$ cat config.mk
export PLATFORM = sky130hd
export DESIGN_NAME = tank_bullet_pool
export DESIGN_NICKNAME = d
export VERILOG_FILES = /design/src/rtl/tank_pkg.sv /design/src/rtl/bullet_slot.sv /design/src/rtl/tank_bullet_pool.sv
export SDC_FILE = /design/constraint.sdc
export NUM_CORES = 1
export LEC_CHECK = 0
export ABC_AREA = 1
export BUFFER_PORTS_ARGS = -buffer_cell sky130_fd_sc_hd__buf_4
export CORE_MARGIN = 3
export CORE_UTILIZATION = 39
export CTS_CLUSTER_DIAMETER = 80
export DETAILED_ROUTE_END_ITERATION = 6
export SLEW_MARGIN = 20
export SYNTH_ARGS = -nofsm -noshare
export SYNTH_HDL_FRONTEND = slang
export SYNTH_SLANG_ARGS = --single-unit
$ cat constraint.sdc
create_clock -name Clk -period 5.25 [get_ports Clk]
set_clock_uncertainty 0.1 [all_clocks]
set_input_delay 0.525 -clock Clk [delete_from_list [all_inputs] [get_ports Clk]]
set_output_delay 0.525 -clock Clk [all_outputs]
set_load 0.03 [all_outputs]
$ cat src/rtl/tank_pkg.sv
// Shared types and default keycodes for the keyboard-steered tank and its bullet pool.
package tank_pkg;

  typedef enum logic [1:0] {
    UP    = 2'd0,
    RIGHT = 2'd1,
    DOWN  = 2'd2,
    LEFT  = 2'd3
  } dir_t;

  typedef struct packed {
    logic       active;
    logic [9:0] x;
    logic [9:0] y;
    dir_t       dir;
  } bullet_t;

  localparam logic [7:0] KEY_UP_DEF    = 8'h1A;
  localparam logic [7:0] KEY_RIGHT_DEF = 8'h07;
  localparam logic [7:0] KEY_DOWN_DEF  = 8'h16;
  localparam logic [7:0] KEY_LEFT_DEF  = 8'h04;
  localparam logic [7:0] KEY_FIRE_DEF  = 8'h58;

endpackage

$ cat src/rtl/bullet_slot.sv
// One bullet slot: captures a spawn, advances every tick, retires at the field edge.
module bullet_slot
  import tank_pkg::*;
#(
  parameter int unsigned X_MAX       = 639,
  parameter int unsigned Y_MAX       = 479,
  parameter int unsigned BULLET_SIZE = 4,
  parameter int unsigned BULLET_STEP = 4
) (
  input  logic       clk,
  input  logic       rst,
  input  logic       tick,
  input  logic       spawn,
  input  logic [9:0] spawn_x,
  input  logic [9:0] spawn_y,
  input  dir_t       spawn_dir,
  input  logic [9:0] draw_x,
  input  logic [9:0] draw_y,
  output bullet_t    state,
  output logic       retire,
  output logic       hit
);

  localparam logic [10:0] Step  = 11'(BULLET_STEP);
  localparam logic [10:0] Size  = 11'(BULLET_SIZE);
  // Largest coordinate from which one more step still keeps the bullet in-field.
  localparam logic [10:0] XLast = 11'(X_MAX + 1 - BULLET_SIZE - BULLET_STEP);
  localparam logic [10:0] YLast = 11'(Y_MAX + 1 - BULLET_SIZE - BULLET_STEP);

  logic [10:0] x_w, y_w, dx_w, dy_w;
  logic        leaving;
  bullet_t     state_d;

  assign x_w  = {1'b0, state.x};
  assign y_w  = {1'b0, state.y};
  assign dx_w = {1'b0, draw_x};
  assign dy_w = {1'b0, draw_y};

  always_comb begin
    leaving = 1'b0;
    case (state.dir)
      UP:      leaving = y_w < Step;
      RIGHT:   leaving = x_w > XLast;
      DOWN:    leaving = y_w > YLast;
      LEFT:    leaving = x_w < Step;
      default: leaving = 1'b0;
    endcase
  end

  assign retire = tick && state.active && leaving;

  always_comb begin
    state_d = state;
    if (spawn) begin
      state_d.active = 1'b1;
      state_d.x      = spawn_x;
      state_d.y      = spawn_y;
      state_d.dir    = spawn_dir;
    end else if (tick && state.active) begin
      if (leaving) begin
        state_d.active = 1'b0;
      end else begin
        case (state.dir)
          UP:      state_d.y = 10'(y_w - Step);
          RIGHT:   state_d.x = 10'(x_w + Step);
          DOWN:    state_d.y = 10'(y_w + Step);
          LEFT:    state_d.x = 10'(x_w - Step);
          default: state_d = state;
        endcase
      end
    end
  end

  always_ff @(posedge clk or posedge rst) begin
    if (rst) begin
      state <= '0;
    end else begin
      state <= state_d;
    end
  end

  assign hit = state.active
             && (dx_w >= x_w) && (dx_w < x_w + Size)
             && (dy_w >= y_w) && (dy_w < y_w + Size);

endmodule

$ cat src/rtl/tank_bullet_pool.sv
// Keyboard-steered tank with clamped movement and a pool of independent bullets.
module tank_bullet_pool
  import tank_pkg::*;
#(
  parameter int unsigned X_START     = 500,
  parameter int unsigned Y_START     = 240,
  parameter int unsigned X_MAX       = 639,
  parameter int unsigned Y_MAX       = 479,
  parameter int unsigned TANK_SIZE   = 32,
  parameter int unsigned BULLET_SIZE = 4,
  parameter int unsigned TANK_STEP   = 1,
  parameter int unsigned BULLET_STEP = 4,
  parameter int unsigned NUM_BULLETS = 4,
  parameter int unsigned COOLDOWN    = 15,
  parameter logic [7:0]  KEY_UP      = KEY_UP_DEF,
  parameter logic [7:0]  KEY_RIGHT   = KEY_RIGHT_DEF,
  parameter logic [7:0]  KEY_DOWN    = KEY_DOWN_DEF,
  parameter logic [7:0]  KEY_LEFT    = KEY_LEFT_DEF,
  parameter logic [7:0]  KEY_FIRE    = KEY_FIRE_DEF
) (
  input  logic                   Clk,
  input  logic                   Reset,
  input  logic                   frame_clk,
  input  logic [7:0]             keycode,
  input  logic [9:0]             DrawX,
  input  logic [9:0]             DrawY,
  output logic [9:0]             tank_X,
  output logic [9:0]             tank_Y,
  output dir_t                   tank_dir,
  output logic                   is_tank,
  output logic                   is_bullet,
  output logic [NUM_BULLETS-1:0] bullet_active,
  output logic                   shot_fired,
  output logic                   wall_hit
);

  localparam logic [10:0] TankStep   = 11'(TANK_STEP);
  localparam logic [10:0] TankSize   = 11'(TANK_SIZE);
  localparam logic [10:0] BulletSize = 11'(BULLET_SIZE);
  localparam logic [10:0] Centre     = 11'((TANK_SIZE - BULLET_SIZE) / 2);
  localparam logic [10:0] XLim       = 11'(X_MAX + 1 - TANK_SIZE);
  localparam logic [10:0] YLim       = 11'(Y_MAX + 1 - TANK_SIZE);
  localparam logic [10:0] FieldW     = 11'(X_MAX + 1);
  localparam logic [10:0] FieldH     = 11'(Y_MAX + 1);
  localparam int unsigned CdW        = $clog2(COOLDOWN + 2);

  // frame_clk crosses into Clk through two flops before edge detection.
  logic fc_meta, fc_sync, fc_prev, tick;

  always_ff @(posedge Clk or posedge Reset) begin
    if (Reset) begin
      fc_meta <= 1'b0;
      fc_sync <= 1'b0;
      fc_prev <= 1'b0;
      tick    <= 1'b0;
    end else begin
      fc_meta <= frame_clk;
      fc_sync <= fc_meta;
      fc_prev <= fc_sync;
      tick    <= fc_sync & ~fc_prev;
    end
  end

  logic [10:0] tx_w, ty_w, dx_w, dy_w;
  logic [9:0]  tx_d, ty_d;
  dir_t        dir_d;

  assign tx_w = {1'b0, tank_X};
  assign ty_w = {1'b0, tank_Y};
  assign dx_w = {1'b0, DrawX};
  assign dy_w = {1'b0, DrawY};

  always_comb begin
    tx_d  = tank_X;
    ty_d  = tank_Y;
    dir_d = tank_dir;
    if (keycode == KEY_UP) begin
      dir_d = UP;
      ty_d  = (ty_w < TankStep) ? '0 : 10'(ty_w - TankStep);
    end else if (keycode == KEY_RIGHT) begin
      dir_d = RIGHT;
      tx_d  = (tx_w + TankStep > XLim) ? XLim[9:0] : 10'(tx_w + TankStep);
    end else if (keycode == KEY_DOWN) begin
      dir_d = DOWN;
      ty_d  = (ty_w + TankStep > YLim) ? YLim[9:0] : 10'(ty_w + TankStep);
    end else if (keycode == KEY_LEFT) begin
      dir_d = LEFT;
      tx_d  = (tx_w < TankStep) ? '0 : 10'(tx_w - TankStep);
    end
  end

  logic [9:0] muzzle_x, muzzle_y;
  logic       muzzle_ok;

  always_comb begin
    muzzle_x  = 10'(tx_w + Centre);
    muzzle_y  = 10'(ty_w + Centre);
    muzzle_ok = 1'b0;
    case (tank_dir)
      UP: begin
        muzzle_y  = 10'(ty_w - BulletSize);
        muzzle_ok = ty_w >= BulletSize;
      end
      RIGHT: begin
        muzzle_x  = 10'(tx_w + TankSize);
        muzzle_ok = tx_w + TankSize + BulletSize <= FieldW;
      end
      DOWN: begin
        muzzle_y  = 10'(ty_w + TankSize);
        muzzle_ok = ty_w + TankSize + BulletSize <= FieldH;
      end
      LEFT: begin
        muzzle_x  = 10'(tx_w - BulletSize);
        muzzle_ok = tx_w >= BulletSize;
      end
      default: muzzle_ok = 1'b0;
    endcase
  end

  logic [CdW-1:0]         cooldown;
  logic                   prev_fire, fire;
  logic [NUM_BULLETS-1:0] free_slots, first_free, spawn, retire, hit;

  // Allocation uses the pre-tick free map, so a slot retiring this tick is not reused.
  assign free_slots = ~bullet_active;
  assign first_free = free_slots & (~free_slots + NUM_BULLETS'(1));
  assign fire       = tick && (keycode == KEY_FIRE) && !prev_fire && (cooldown == '0)
                      && (|free_slots) && muzzle_ok;
  assign spawn      = fire ? first_free : '0;

  always_ff @(posedge Clk or posedge Reset) begin
    if (Reset) begin
      tank_X     <= 10'(X_START);
      tank_Y     <= 10'(Y_START);
      tank_dir   <= UP;
      cooldown   <= '0;
      prev_fire  <= 1'b0;
      shot_fired <= 1'b0;
      wall_hit   <= 1'b0;
    end else begin
      shot_fired <= fire;
      wall_hit   <= |retire;
      if (tick) begin
        tank_X    <= tx_d;
        tank_Y    <= ty_d;
        tank_dir  <= dir_d;
        prev_fire <= (keycode == KEY_FIRE);
        if (fire) begin
          cooldown <= CdW'(COOLDOWN);
        end else if (cooldown != '0) begin
          cooldown <= cooldown - CdW'(1);
        end
      end
    end
  end

  bullet_t slots [NUM_BULLETS];

  for (genvar i = 0; i < NUM_BULLETS; i++) begin : g_slot
    bullet_slot #(
      .X_MAX       (X_MAX),
      .Y_MAX       (Y_MAX),
      .BULLET_SIZE (BULLET_SIZE),
      .BULLET_STEP (BULLET_STEP)
    ) u_slot (
      .clk       (Clk),
      .rst       (Reset),
      .tick      (tick),
      .spawn     (spawn[i]),
      .spawn_x   (muzzle_x),
      .spawn_y   (muzzle_y),
      .spawn_dir (tank_dir),
      .draw_x    (DrawX),
      .draw_y    (DrawY),
      .state     (slots[i]),
      .retire    (retire[i]),
      .hit       (hit[i])
    );
    assign bullet_active[i] = slots[i].active;
  end

  assign is_tank   = (dx_w >= tx_w) && (dx_w < tx_w + TankSize)
                  && (dy_w >= ty_w) && (dy_w < ty_w + TankSize);
  assign is_bullet = |hit;

endmodule

# After elaboration in Yosys (flattened, before gate mapping)

Index checks and enable logic that the tools add are counted.

Register bits: 126
Input bits: 31
Output and inout port bits: 30
Logic and storage cells: 260

Add/subtract/negate cells: 30
$lt $le $gt $ge: 44
Equal/unequal tests: 26
Muxes and demuxes: 48
Bitwise gates (word level): 6
Reduce and logical (&&, ||, !) cells: 79

Operators with widths:

| kind                                                                             | count |
|---|---|
| 10-bit case mux with 2 select lines                                              | 10 |
| 23-bit two-way mux                                                               | 8 |
| 10-bit by 11-bit less-than comparator with 1-bit output                          | 10 |
| 10-bit >= comparator                                                             | 10 |
| 10-bit two-way mux                                                               | 10 |
| 10-bit by 3-bit subtractor with 10-bit output, second input constant             | 10 |
| 10-bit by 3-bit adder with 11-bit output, second input constant                  | 8 |
| 22-bit two-way mux                                                               | 4 |
| 10-bit by 3-bit less-than comparator with 1-bit output, second input constant    | 8 |
| 10-bit greater-than comparator, second input constant                            | 4 |
| 10-bit by 9-bit greater-than comparator with 1-bit output, second input constant | 4 |
| 1-bit logical AND                                                                | 32 |
| 3-bit AND reduction                                                              | 9 |
| 3-bit nonzero test                                                               | 8 |
| 10-bit by 1-bit adder with 11-bit output, second input constant                  | 2 |
| 10-bit by 6-bit adder with 11-bit output, second input constant                  | 2 |
| 11-bit by 3-bit adder with 11-bit output, second input constant                  | 2 |
| 2-bit nonzero test                                                               | 11 |
| 10-bit by 4-bit adder with 10-bit output, second input constant                  | 2 |
| 2-bit equality test, second input constant                                       | 10 |
| 10-bit by 3-bit >= comparator with 1-bit output, second input constant           | 2 |
| 10-bit by 1-bit less-than comparator with 1-bit output, second input constant    | 2 |
| 1-bit case mux with 4 select lines                                               | 5 |
| 10-bit by 1-bit subtractor with 10-bit output, second input constant             | 2 |
| 27 further kinds                                                                 | 58 |

# Depth between registers and ports, before layout

Gate-level depths: netlist (run 1).

Depth after elaboration: 9
Mapped depth: 19
Gate-level depth less buffers: 18

# By module

From an unflattened synthesis (run 1), not the netlist that was laid out.

Cell total of the unflattened synthesis: 2,339
Area, all modules: 15,955.3 um2

Modules (own cells, without submodules):

| module           | times used | cells an instance | area each (um2) | seq. area each (um2) |
|---|---|---|---|---|
| bullet_slot      | 4          | 415               | 2,819.0         | 575.6 |
| tank_bullet_pool | 1          | 679               | 4,679.5         | 863.3 |

# Least setup slack after synthesis (run 1)

No wires, ideal clock.

Path type: register to output
Start: register tank_Y[5]
End: output port is_tank
Arrival time: 2.635 ns
Data required time: 4.625 ns
Slack: 1.990 ns
Cell stages (with the launch flop): 15
Path buffers: 0
Cells stage by stage: dfstp_2 > ha_1 > nand2_1 > inv_1 > nand2_1 > xor2_1 > inv_1 > ha_1 > inv_1 > nor2_1 > nand3_1 > nor2_1 > a221oi_1 > o31ai_1 > nor2_1

Cells in the longest elaborated chain, start to end: 3
Elaborated cells between the ends (all ways): 5
Classes of those cells: 1 x add/sub; 2 x order compare; 2 x reduce/logical

Ends and longest elaborated chain:

| what                                                                                                | RTL line                | text |
|---|---|---|
| start: declaration                                                                                  | tank_bullet_pool.sv:28  | `output logic [9:0] tank_Y,` |
| start signal: assignment                                                                            | tank_bullet_pool.sv:134 | `tank_Y <= 10'(Y_START);` |
| start signal: assignment                                                                            | tank_bullet_pool.sv:145 | `tank_Y <= ty_d;` |
| 10-bit by 6-bit adder with 11-bit output / 10-bit >= comparator (equally long branches)             | tank_bullet_pool.sv:183 | `&& (dy_w >= ty_w) && (dy_w < ty_w + TankSize);` |
| 10-bit by 11-bit less-than comparator with 1-bit output / 1-bit logical AND (equally long branches) | tank_bullet_pool.sv:183 |  |
| 1-bit logical AND (*)                                                                               | tank_bullet_pool.sv:183 |  |
| end: declaration                                                                                    | tank_bullet_pool.sv:30  | `output logic is_tank,` |

Every way passes the cells marked *; elsewhere a longest branch is shown, timed or not.

# Worst setup path after layout (run 1)

Ends and elaborated chain as after synthesis.

==> summary.txt, run 1 <==
Status
  • Status: complete, no violations

Routing
  • Vias: 15321
  • DRC Markers: 0
  • Via/cell ratio: 5.48
  • Post-DRT Antenna Nets: 0
  • Routed wire length: 48.6 mm
  • 1st-iter DRT viols: 1344
  • First-pass iteration count of the detailed router: 5
  • Wirelength per Cell: 17.4 microns

Place
  • Placed Area: 15900 sq um
  • Detailed Place HPWL: 37.6 mm
  • IO Port Bufs: 60
  • Placed insts: 2764
  • RePlAce Congestion: 0.990

Layout
  • Area of the multi-input gates: 10500 sq um
  • Fill cells: 3909
  • Nets: 2528
  • Diodes inserted: 0
  • Layout cells sized above 1: 6.39%
  • Sequential cell area: 3170 sq um
  • Area Overhead vs Synth: 9.29%
  • Final std cells w/o fill: 2796
  • Final instance area: 16500 sq um

Synth
  • Post-synthesis simple-gate area fraction: 31.6%
  • Yosys warning count: 0
  • Largest family of logic cells by synthesized area: simple AND/OR/NAND/NOR gates
  • Synth Area in Adders: 18.6%
  • Syn Area/Cell: 6.72 sq um
  • Compound-Gate Fraction of Synth Area: 13.2%
  • Post-synth EDFFs: 0
  • Synthesized area: 15100 sq um
  • Syn Inst Count: 2248
  • Post-synthesis net count: 2504
  • Mux contribution to synthesized area: 0.207%
  • Asr flop ratio synth: 100%
  • Top area cells in the synthesized netlist: dfrtp_1 (19%), ha_1 (19%), nand2_1 (13%)
  • Synth area leader: dfrtp_1
  • Distinct cells, synth: 56
  • Post-synthesis xor/xnor area fraction: 6.07%
  • Synthesized flop and latch total: 126
  • Post-synth top area share: 19.2%
  • Top FF cell, synth: dfrtp_1
  • Seq/Total Area, Yosys: 20.9%

STA
  • Post-layout min period: 3.97 ns
  • Measured slew at the worst slew-check pin: 1.10 ns
  • Fmax: 252 MHz
  • Max_slew headroom: 25.9%
  • Period utilisation layout: 75.5%
  • Final setup fails: 0
  • Hold Violations, Final: 0
  • Setup_tns: 0 ns
  • RSZ-0062 raised after global routing: false
  • Pins Over Slew Limit: 0

Setup path
  • WP data required: 4.62 ns
  • Cell depth of the worst flop-to-flop path: 15
  • Crit path capture: is_tank
  • Reg2reg end: g_slot[0].u_slot.state[4]$_DFFE_PP0P_
  • Critical R2R Launch: tank_Y[6]$_DFFE_PP1P_
  • CP Buf/Inv Count: 4
  • Critical path class: flip-flop to primary output
  • Setup crit start: tank_Y[5]$_DFFE_PP1P_
  • Crit. End Element: primary output
  • Worst path cell trace: ha_1 > nand2_1 > inv_1 > nand2_1 > xor2_1 > inv_1 > ha_1 > inv_1 > nor2_1 > nand3_1 > nor2_1 > a221oi_1 > o31ai_1 > nor2_1 > buf_4
  • R2r setup slk: 1.82 ns
  • CP delay by family, top: flip-flops
  • CP peak stage delay: 0.64 ns
  • Critical Path Source Type: flip-flop
  • Worst path depth: 15
  • Critical Path AT: 3.34 ns
  • Critical-path top delay cell: dfstp_2
  • Critical-path maximum fanout: 8

Clock tree
  • Hold bufs inserted after CTS: 0
  • CTS sink cnt: 126
  • Setup Buffers After CTS: 0
  • H-tree level count: 4
  • Clk root buf: clkbuf_16
  • Clk_lat worst skew: 0.44 ns
  • Post-CTS resize count: 0
  • Max Buffers Root-to-Sink: 2
  • CTS tree: yes
  • Num CTS Buffers: 17
  • Worst-path clk slew: 0.08 ns

Global routing
  • Vias in the first global route: 14651
  • First-pass GRT wire length: 77.8 mm
  • Met1 Use GR: 32.1%
  • Total GRT Usage: 23.4%
  • Gr ovfl total: 0
  • GRT busiest layer: met2
  • GRT met2 Usage: 39.1%
  • Initial antenna violation count: 0
  • Largest net degree at the start of global routing: 93
  • M3 GR Usage: 2.45%

Min path
  • Hold Crit Class: input port to flip-flop

Floorplan
  • I/O pin count: 61
  • Die Wd: 203 microns
  • DIE HEIGHT: 203 microns
  • Starting Density: 39.8%
  • Core ar.: 37900 sq um
  • Die area: 41100 sq um
  • Num rows: 71

Power and ir drop
  • LEAKAGE: 0.00836 uW
  • Maximum vdd drop: 0.000179 V
  • Pwr dens: 274 nW/um^2

Run
  • MaxCap Viol Count: 0
## worst min path at each step
stage                     slack (ns)  cells after the start              start                end
after CTS                       0.08                      1          frame_clk  fc_meta$_DFF_PP0_
after global placement          0.25                      0  fc_meta$_DFF_PP0_  fc_sync$_DFF_PP0_
after floorplan                 0.23                      0  fc_meta$_DFF_PP0_  fc_sync$_DFF_PP0_
final                           0.09                      1          frame_clk  fc_meta$_DFF_PP0_
after detailed placement        0.24                      0  fc_meta$_DFF_PP0_  fc_sync$_DFF_PP0_
after global routing            0.08                      1          frame_clk  fc_meta$_DFF_PP0_
## power breakdown
part           leakage [uW]  internal (uW)  total (uW)  switching, uW
sequential          0.00139           1090        1310            215
clock              0.000298            727        1280            552
combinational       0.00667            684        1930           1250
## metal layers
layer | part of all wire [%] | wire (microns) | up-vias
met2 | 47 | 22700 | 432
met4 | 2.0 | 973 | 0
met5 | 0 | 0 | -
li1 | - | - | 7565
met1 | 46 | 22600 | 7250
met3 | 4.9 | 2370 | 74
## logic make-up (layout without fill, tap and decap cells)
group	after synthesis	after routing
buffers and inverters	343	380
flip-flops	126	126
multiplexers	3	3
XOR/XNOR	103	103
AND/OR/NAND/NOR	1101	1101
AO/OA/AOI/OAI	347	347
adder cells (fa/ha/maj)	225	225
## per-stage QoR
step	setup slack [ns]	total power, uW	util [%]	hold WS [ns]
6_report	1.28	4520	43.5	0.0903
5_1_grt	0.993	4870	43.5	0.0841
4_1_cts	1.32	4520	43.5	0.0814
3_5_place_dp	1.82	3230	41.9	0.238
3_3_place_gp	1.87	3180	41.9	0.248
2_1_floorplan	1.29	2680	-	0.231
## synth_stat cells (3+ instances only)
library cell,instances
nand2_1,505
inv_1,266
nand3_1,255
ha_1,225
nor2_1,222
o21ai_0,137
dfrtp_1,116
a21oi_1,98
xor2_1,92
nand4_1,48
nor3_1,27
clkbuf_1,21
a211oi_1,17
o211ai_1,17
buf_4,16
buf_2,15
nor4_1,14
o21ai_1,14
a22oi_1,12
inv_2,12
dfstp_2,10
o21bai_1,10
xnor2_1,9
nand3b_1,7
a31oi_1,6
o22ai_1,6
o31ai_1,6
buf_6,5
clkinv_1,5
nand3_2,5
o2111ai_1,5
o221ai_1,5
nand2_2,4
or2_2,4
o21a_1,3
## flip-flops by register name (all words and copies together) (netlist names)
name,cells
fc_sync,1
tank_X,10
tick,1
fc_meta,1
fc_prev,1
shot_fired,1
tank_dir,2
cooldown,5
tank_Y,10
wall_hit,1
g_slot.u_slot.state,92
prev_fire,1
## worst reg2reg max path: cells and delay by family (launching register included)
family | cells | cell delay, ns
DFF | 1 | 0.60
and+or+nand+nor | 10 | 1.45
AOI/OAI and AO/OA | 1 | 0.08
buffers and inverters | 3 | 0.72
adders and majority gates | 1 | 0.39
## layout make-up
class | count | area share, %
sequential | 126 | 19.2
multi-input combinational | 1779 | 63.8
inverter | 284 | 6.50
clock inverter | 15 | 1.16
timing repair buffer | 64 | 2.91
tap | 511 | 3.87
clock buffer | 17 | 2.58
## cell usage in the layout, fill, tap and decap left out, types with 14 or more instances in the layout
cell / n
nand2_1: 505
inv_1: 265
nand3_1: 255
ha_1: 225
nor2_1: 221
o21ai_0: 137
dfrtp_1: 116
a21oi_1: 98
xor2_1: 92
buf_4: 64
nand4_1: 48
nor3_1: 27
o211ai_1: 17
a211oi_1: 17
clkbuf_16: 17
o21ai_1: 14
nor4_1: 14
Power figures use the tool's default switching activity.
==> inputs of run 2 (changes only) <==
- ABC_AREA: 1 -> 0
- clock period: 5.25 -> 3.72 ns (I/O delays scaled with it)
==> run 2 against run 1 <==
  * Global-route usage decreased by 2.1 points
  * Via count fell by 14%
  * Combinational power down 61%
  * Largest cell class unchanged
  * Cell area grew 0.38%
  * The flow now finishes with violations (setup timing)
  * Die area decreased by 5.4%
  * Worst hold slack got worse by 0.083 ns
  * Largest power group is now the clock network
  * Clock power is 44% higher
==> summary.txt, run 2 <==
STA
  • RSZ-0062 raised after global routing: true
  • Measured slew at the worst slew-check pin: 0.901 ns (-0.203 ns)
  • Hold Violations, Final: 0 (unchanged)
  • Pins Over Slew Limit: 0 (unchanged)
  • Max_slew headroom: 40.0% (+14 points)
  • Hold WS: 0.00731 ns (-0.0830 ns)
  • Setup_tns: -0.114 ns (-0.114 ns)
  • Period utilisation layout: 103%
  • Fmax: 261 MHz
  • Final WS setup: -0.114 ns (-1.40 ns)
  • Final setup fails: 1 (+1)
  • Post-layout min period: 3.83 ns

Floorplan
  • Core ar.: 35800 sq um (-5.5%)
  • Die area: 38900 sq um (-5.4%)
  • Starting Density: 39.8% (about the same)
  • Num rows: 69 (-2.8%)
  • Die Wd: 197 microns (-2.7%)
  • I/O pin count: 61 (unchanged)
  • DIE HEIGHT: 197 microns (-2.7%)

Setup path
  • Critical-path maximum fanout: 5 (-3)
  • Critical-path top delay cell: or4_4
  • CP delay by family, top: simple AND/OR/NAND/NOR gates
  • WP data required: 3.25 ns (-1.37 ns)
  • CP Buf/Inv Count: 2 (-2)
  • Worst path cell trace: inv_4 > nor3_4 > and3_4 > xnor2_4 > ha_4 > a21oi_1 > a31oi_1 > a211oi_2 > nand4_1 > or4_4 > o31ai_4 > a311o_1 > buf_6
  • Critical Path AT: 3.36 ns (+0.02 ns)
  • Critical path class: flip-flop to primary output
  • Critical Path Source Type: flip-flop
  • Crit. End Element: primary output
  • CP peak stage delay: 0.55 ns (-0.09 ns)

Synth
  • Synthesized flop and latch total: 126 (unchanged)
  • Post-synth EDFFs: 0 (unchanged)
  • Top-count cell post-synth: ha_1
  • Distinct cells, synth: 90 (+61%)
  • Post-synth top area share: 20.3% (+1.1 points)
  • Post-synthesis net count: 2006 (-20%)
  • Synth area leader: dfrtp_1
  • Syn Area/Cell: 8.16 sq um (+21%)
  • Asr flop ratio synth: 100% (unchanged)
  • Top FF cell, synth: dfrtp_1
  • Top area cells in the synthesized netlist: dfrtp_1 (20%), ha_1 (20%), xnor2_1 (8.0%)
  • Synthesized area: 14300 sq um (-5.5%)
  • Seq/Total Area, Yosys: 22.2% (+1.2 points)
  • Syn Inst Count: 1750 (-22%)
  • Yosys warning count: 0 (unchanged)
  • Top post-synthesis cells by count: ha_1 (225), a21oi_1 (154), nor2_1 (132)

Layout
  • Final std cells w/o fill: 2308 (-17%)
  • Reg with most FFs: g_slot.u_slot.state
  • Area Overhead vs Synth: 16.1%
  • Nets: 2090 (-17%)
  • Layout cells sized above 1: 15.6% (+9.2 points)
  • Max FFs per register: 92 (unchanged)
  • Most common cell after layout, fill and taps aside: ha_1
  • Diodes inserted: 0 (unchanged)
  • Biggest regs: g_slot.u_slot.state x92, tank_X x10, tank_Y x10
  • Most frequent cells in the layout: ha_1 (219), a21oi_1 (152), buf_4 (138), nor2_1 (132), xnor2_1 (127)

Clock tree
  • H-tree level count: 4 (unchanged)
  • Worst-path clk slew: 0.06 ns (-0.02 ns)
  • Clk_lat worst skew: 0.44 ns (about the same)
  • Num CTS Buffers: 17 (unchanged)
  • Max Buffers Root-to-Sink: 2 (unchanged)
  • CTS tree: yes
  • Clk root buf: clkbuf_16
  • CTS sink cnt: 126 (unchanged)

Global routing
  • Vias in the first global route: 12989 (-11%)
  • First-pass GRT wire length: 67.1 mm (-14%)
  • Largest net degree at the start of global routing: 57 (-39%)
  • Gr ovfl total: 0 (unchanged)
  • Total GRT Usage: 21.3% (-2.1 points)
  • Initial antenna violation count: 0 (unchanged)

Routing
  • 1st-iter DRT viols: 745 (-45%)
  • Routed wl met2: 20.0 mm (-12%)
  • Uppermost layer routed: met4
  • Routed met3 length: 1.50 mm (-37%)
  • DRC Markers: 0 (unchanged)
  • Via/cell ratio: 5.73 (+4.6%)
  • Post-DRT Antenna Nets: 0 (unchanged)
  • Met1 wire length: 20.0 mm (-11%)
  • Vias: 13228 (-14%)
  • First-pass iteration count of the detailed router: 5 (unchanged)
  • Wirelength per Cell: 18.2 microns (+4.6%)
  • Routed wire length: 42.0 mm (-14%)

Run
  • MaxCap Viol Count: 0 (unchanged)

Power and ir drop
  • Pwr dens: 245 nW/um^2 (-10%)
  • Maximum vdd drop: 0.000230 V (+28%)
  • LEAKAGE: 0.00708 uW (-15%)

Status
  • Failing checks: setup timing
  • Status: finished with violations

Place
  • RePlAce Congestion: 0.917 (-7.3%)
  • Detailed Place HPWL: 32.9 mm (-13%)
  • Placed insts: 2247 (-19%)
  • IO Port Bufs: 60 (unchanged)

Min path
  • Hold Crit Class: input port to async pin
==> run 2: changes by cell type in the layout (fill, tap and decap cells not counted), sizes merged, moves of 79 or more <==
cell | previous run | this run
inv | 289 | 133
buf | 64 | 143
xor2 | 94 | 5
nor2 | 226 | 132
nand3 | 260 | 61
nand2 | 511 | 123
xnor2 | 9 | 131
==> run 2: report_power, final <==
part	internal, uW	switching [uW]
Clock	1140	693
Combinational	292	469
Sequential	1410	54.6
==> run 2: routing by layer <==
| metal | global-route usage, % | vias up |
|---|---|---|
| met4 | 5.15 | 0 |
| met3 | 2.05 | 45 |
| met5 | 0 | - |
| met2 | 36.3 | 277 |
| li1 | - | 6536 |
| met1 | 29.3 | 6370 |
==> run 2: path summary, 6_finish.rpt <==
path	endpoint	slack, ns	start	cells past startpoint
max in group asynchronous	tank_X[5]$_DFFE_PP1P_	2.69	Reset	3
worst min register to register	fc_sync$_DFF_PP0_	0.26	fc_meta$_DFF_PP0_	0
worst max-delay path	is_bullet	-0.11	g_slot[3].u_slot.state[4]$_DFFE_PP0P_	13
min in group Clk	fc_sync$_DFF_PP0_	0.26	fc_meta$_DFF_PP0_	0
worst min-delay path	g_slot[3].u_slot.state[13]$_DFFE_PP0P_	0.007	Reset	2
worst max register to register	g_slot[1].u_slot.state[6]$_DFFE_PP0P_	0.30	tank_X[5]$_DFFE_PP1P_	11
==> run 2: what timing repair did <==
action / in CTS / in global routing
gates resized for setup: 39 / 38
pin swaps: 10 / 21
buffers inserted: 6 / 22
hold buffers: 1 / 0
endpoints found under the hold margin: 1 / 0
gates cloned: 0 / 0
setup endpoints to repair: 2 / 18
==> run 2: cell families after synthesis <==
kind of cell,after synthesis,synth area share (%)
compound gates,476,22.0
flops,126,22.2
fa+ha+maj,225,19.7
buf+inv,213,6.22
xor+xnor,136,8.40
simple gates,535,18.7
mux,39,2.86
==> run 2: worst reg2reg max path, delay by kind of cell, from the launching register on <==
family,cells,cell delay [ns]
AO/OA/AOI/OAI,3,0.76
adder cells (fa/ha/maj),1,0.36
buffers and inverters,2,0.32
flip-flops,1,0.69
multiplexers,1,0.29
AND/OR/NAND/NOR,4,0.78
==> run 2: final cells by class <==
| type | instances | area [sq um] |
|---|---|---|
| repair buffers | 144 | 1140 |
| multi-input cells | 1411 | 10500 |
| clock buffers | 19 | 443 |
| well taps | 461 | 577 |
| inverters | 134 | 514 |
| clock inverters | 13 | 189 |
| flip-flops and latches | 126 | 3180 |
| fillers | 3485 | 19200 |
==> run 2: through the flow <==
stage | setup slack [ns] | total power (uW) | util, % | area, sq um
6_report | -0.114 | 4060 | 46.3 | 16600
5_1_grt | -0.204 | 4250 | 46.3 | 16600
4_1_cts | -0.0803 | 4090 | 45.3 | 16200
3_5_place_dp | 0.124 | 2230 | 43.0 | 15400
3_3_place_gp | 0.0834 | 2220 | 43.0 | 15400
2_1_floorplan | 0.145 | 1940 | - | 14300
==> inputs of run 3 (changes only) <==
- SETUP_SLACK_MARGIN: unset -> 0.05
==> run 3 against run 2 <==
  * The flow still finishes with violations (setup timing)
  * Clock power about the same
  * Register-to-register slack about the same
  * Non-clock buffer count unchanged
  * Via count shrank 0.25%
  * Sequential cell count did not move
  * Die area unchanged
  * Critical path depth unchanged
  * Global-route usage unchanged
  * Largest cell class unchanged
  * Largest power group unchanged
  * Highest routed layer unchanged
==> summary.txt, run 3 (synthesis gave the netlist of run 2 again) <==
Status
  • Status: finished with violations
  • Failing checks: setup timing

Power and ir drop
  • Pwr dens: 245 nW/um^2 (about the same)
  • LEAKAGE: 0.00709 uW (about the same)
  • Maximum vdd drop: 0.000232 V (+0.78%)

Setup path
  • CP Buf/Inv Count: 2 (unchanged)
  • CP delay by family, top: simple AND/OR/NAND/NOR gates
  • Critical Path AT: 3.34 ns (-0.02 ns)
  • Critical Path Source Type: flip-flop
  • CP peak stage delay: 0.55 ns (about the same)
  • Critical-path top delay cell: or4_4
  • Critical-path maximum fanout: 5 (unchanged)
  • WP data required: 3.25 ns (about the same)
  • Crit. End Element: primary output
  • Cell depth of the worst flop-to-flop path: 11 (unchanged)
  • Worst path cell trace: inv_4 > nor3_4 > and3_4 > xnor2_4 > ha_4 > a21oi_1 > a31oi_1 > a211oi_2 > nand4_1 > or4_4 > o31ai_4 > a311o_1 > buf_6
  • R2r setup slk: 0.30 ns (about the same)
  • Critical path class: flip-flop to primary output
  • Reg2reg end: g_slot[1].u_slot.state[6]$_DFFE_PP0P_
  • Critical R2R Launch: tank_X[5]$_DFFE_PP1P_

Routing
  • Post-DRT Antenna Nets: 0 (unchanged)
  • Wirelength per Cell: 18.2 microns (-0.19%)
  • Vias: 13195 (-0.25%)
  • DRC Markers: 0 (unchanged)
  • 1st-iter DRT viols: 730 (-2.0%)
  • First-pass iteration count of the detailed router: 5 (unchanged)
  • Routed wire length: 41.9 mm (-0.19%)
  • Via/cell ratio: 5.72 (-0.25%)

Layout
  • Max FFs per register: 92 (unchanged)
  • Area Overhead vs Synth: 16.2% (about the same)
  • Layout cells sized above 1: 15.7% (+0.11 points)
  • Nets: 2090 (unchanged)
  • Most frequent cells in the layout: ha_1 (219), a21oi_1 (152), buf_4 (138), nor2_1 (132), xnor2_1 (126)
  • Reg with most FFs: g_slot.u_slot.state
  • Diodes inserted: 0 (unchanged)
  • Final std cells w/o fill: 2308 (unchanged)
  • Biggest regs: g_slot.u_slot.state x92, tank_X x10, tank_Y x10
  • Most common cell after layout, fill and taps aside: ha_1

Floorplan
  • Num rows: 69 (unchanged)
  • Die Wd: 197 microns (unchanged)
  • Die area: 38900 sq um (unchanged)
  • I/O pin count: 61 (unchanged)
  • Core ar.: 35800 sq um (unchanged)
  • DIE HEIGHT: 197 microns (unchanged)
  • Starting Density: 39.8% (unchanged)

STA
  • Setup_tns: -0.0954 ns (+0.0186 ns)
  • Final setup fails: 1 (unchanged)
  • Period utilisation layout: 103% (-0.50 points)
  • Post-layout min period: 3.82 ns (-0.0186 ns)
  • Pins Over Slew Limit: 0 (unchanged)
  • Measured slew at the worst slew-check pin: 0.896 ns (-0.00427 ns)
  • RSZ-0062 raised after global routing: true
  • Hold Violations, Final: 0 (unchanged)
  • Max_slew headroom: 40.3% (+0.28 points)
  • Final WS setup: -0.0954 ns (+0.0186 ns)
  • Hold WS: 0.00338 ns (-0.00394 ns)
  • Fmax: 262 MHz (+0.49%)

Run
  • MaxCap Viol Count: 0 (unchanged)

Global routing
  • Initial antenna violation count: 0 (unchanged)
  • First-pass GRT wire length: 67.1 mm (unchanged)
  • Vias in the first global route: 12989 (unchanged)
  • Gr ovfl total: 0 (unchanged)
  • Largest net degree at the start of global routing: 57 (unchanged)
  • Total GRT Usage: 21.3% (unchanged)

Clock tree
  • CTS tree: yes
  • Worst-path clk slew: 0.06 ns (about the same)
  • H-tree level count: 4 (unchanged)
  • Max Buffers Root-to-Sink: 2 (unchanged)
  • Num CTS Buffers: 17 (unchanged)
  • Clk root buf: clkbuf_16
  • CTS sink cnt: 126 (unchanged)
  • Clk_lat worst skew: 0.44 ns (about the same)

Place
  • IO Port Bufs: 60 (unchanged)
  • Pre-CTS setup slack: 0.124 ns (unchanged)
  • Detailed Place HPWL: 32.9 mm (unchanged)
  • RePlAce Congestion: 0.917 (unchanged)
  • Placed insts: 2247 (unchanged)

Min path
  • Hold Crit Class: input port to async pin
## run 3: changes by cell type in the layout (fill, tap and decap cells not counted)
cell     previous run  this run
dfrtp_1           101       100
dfrtp_2            15        16
xnor2_1           127       126
xnor2_2             3         4
## run 3: worst max-delay path by stage
stage / start / end / slack (ns) / depth (start not counted)
finish: g_slot[3].u_slot.state[4]$_DFFE_PP0P_ / is_bullet / -0.1 / 13
global placement: g_slot[3].u_slot.state[4]$_DFFE_PP0P_ / is_bullet / 0.08 / 13
detailed placement: g_slot[3].u_slot.state[4]$_DFFE_PP0P_ / is_bullet / 0.12 / 13
CTS: g_slot[3].u_slot.state[5]$_DFFE_PP0P_ / is_bullet / -0.08 / 13
global route: g_slot[3].u_slot.state[4]$_DFFE_PP0P_ / is_bullet / -0.20 / 13
floorplan: tank_Y[6]$_DFFE_PP1P_ / is_tank / 0.15 / 10
## run 3: cell type report
cell class / instances / area, sq um
Clock buffer: 19 / 443
Clock inverter: 13 / 189
Fill cell: 3483 / 19200
Inverter: 134 / 514
Multi-Input combinational cell: 1411 / 10500
Sequential cell: 126 / 3190
Tap cell: 461 / 577
Timing Repair Buffer: 144 / 1140
## run 3: worst register-to-register path: stages (launching register included)
cell      delay [ns]
dfstp_2         0.68
inv_2           0.07
ha_1            0.35
nand4b_1        0.14
o211ai_1        0.12
nor4b_2         0.25
or4_1           0.15
nand4_2         0.23
buf_4           0.26
a211o_1         0.35
mux2_2          0.29
a221o_1         0.29
## run 3: through the flow
| stage | area [sq um] | utilization [%] | total power (uW) |
|---|---|---|---|
| after detailed placement | 15400 | 43.0 | 2230 |
| after floorplan | 14300 | - | 1940 |
| after global routing | 16600 | 46.3 | 4250 |
| final | 16600 | 46.3 | 4060 |
| after global placement | 15400 | 43.0 | 2220 |
| after CTS | 16200 | 45.3 | 4090 |
## run 3: timing repair
action                                 4_1_cts  5_1_grt
pin swaps                                   11       21
endpoints found under the hold margin        1        0
buffers inserted                             6       22
resized for setup                           39       40
hold buffers                                 1        0
setup endpoints to repair                    2       28
## run 3: power breakdown
group	internal, uW	switching, uW	total [uW]
sequential	1410	54.0	1470
clock	1140	695	1840
combinational	292	469	761
## run 3: per-layer routing
layer  part of all wire (%)  up-vias  GRT usage [%]
met4                    1.6        0           5.15
met2                     47      271           36.3
met3                    3.6       56           2.05
met1                     48     6337           29.3
li1                       -     6531              -
met5                      0        -              0
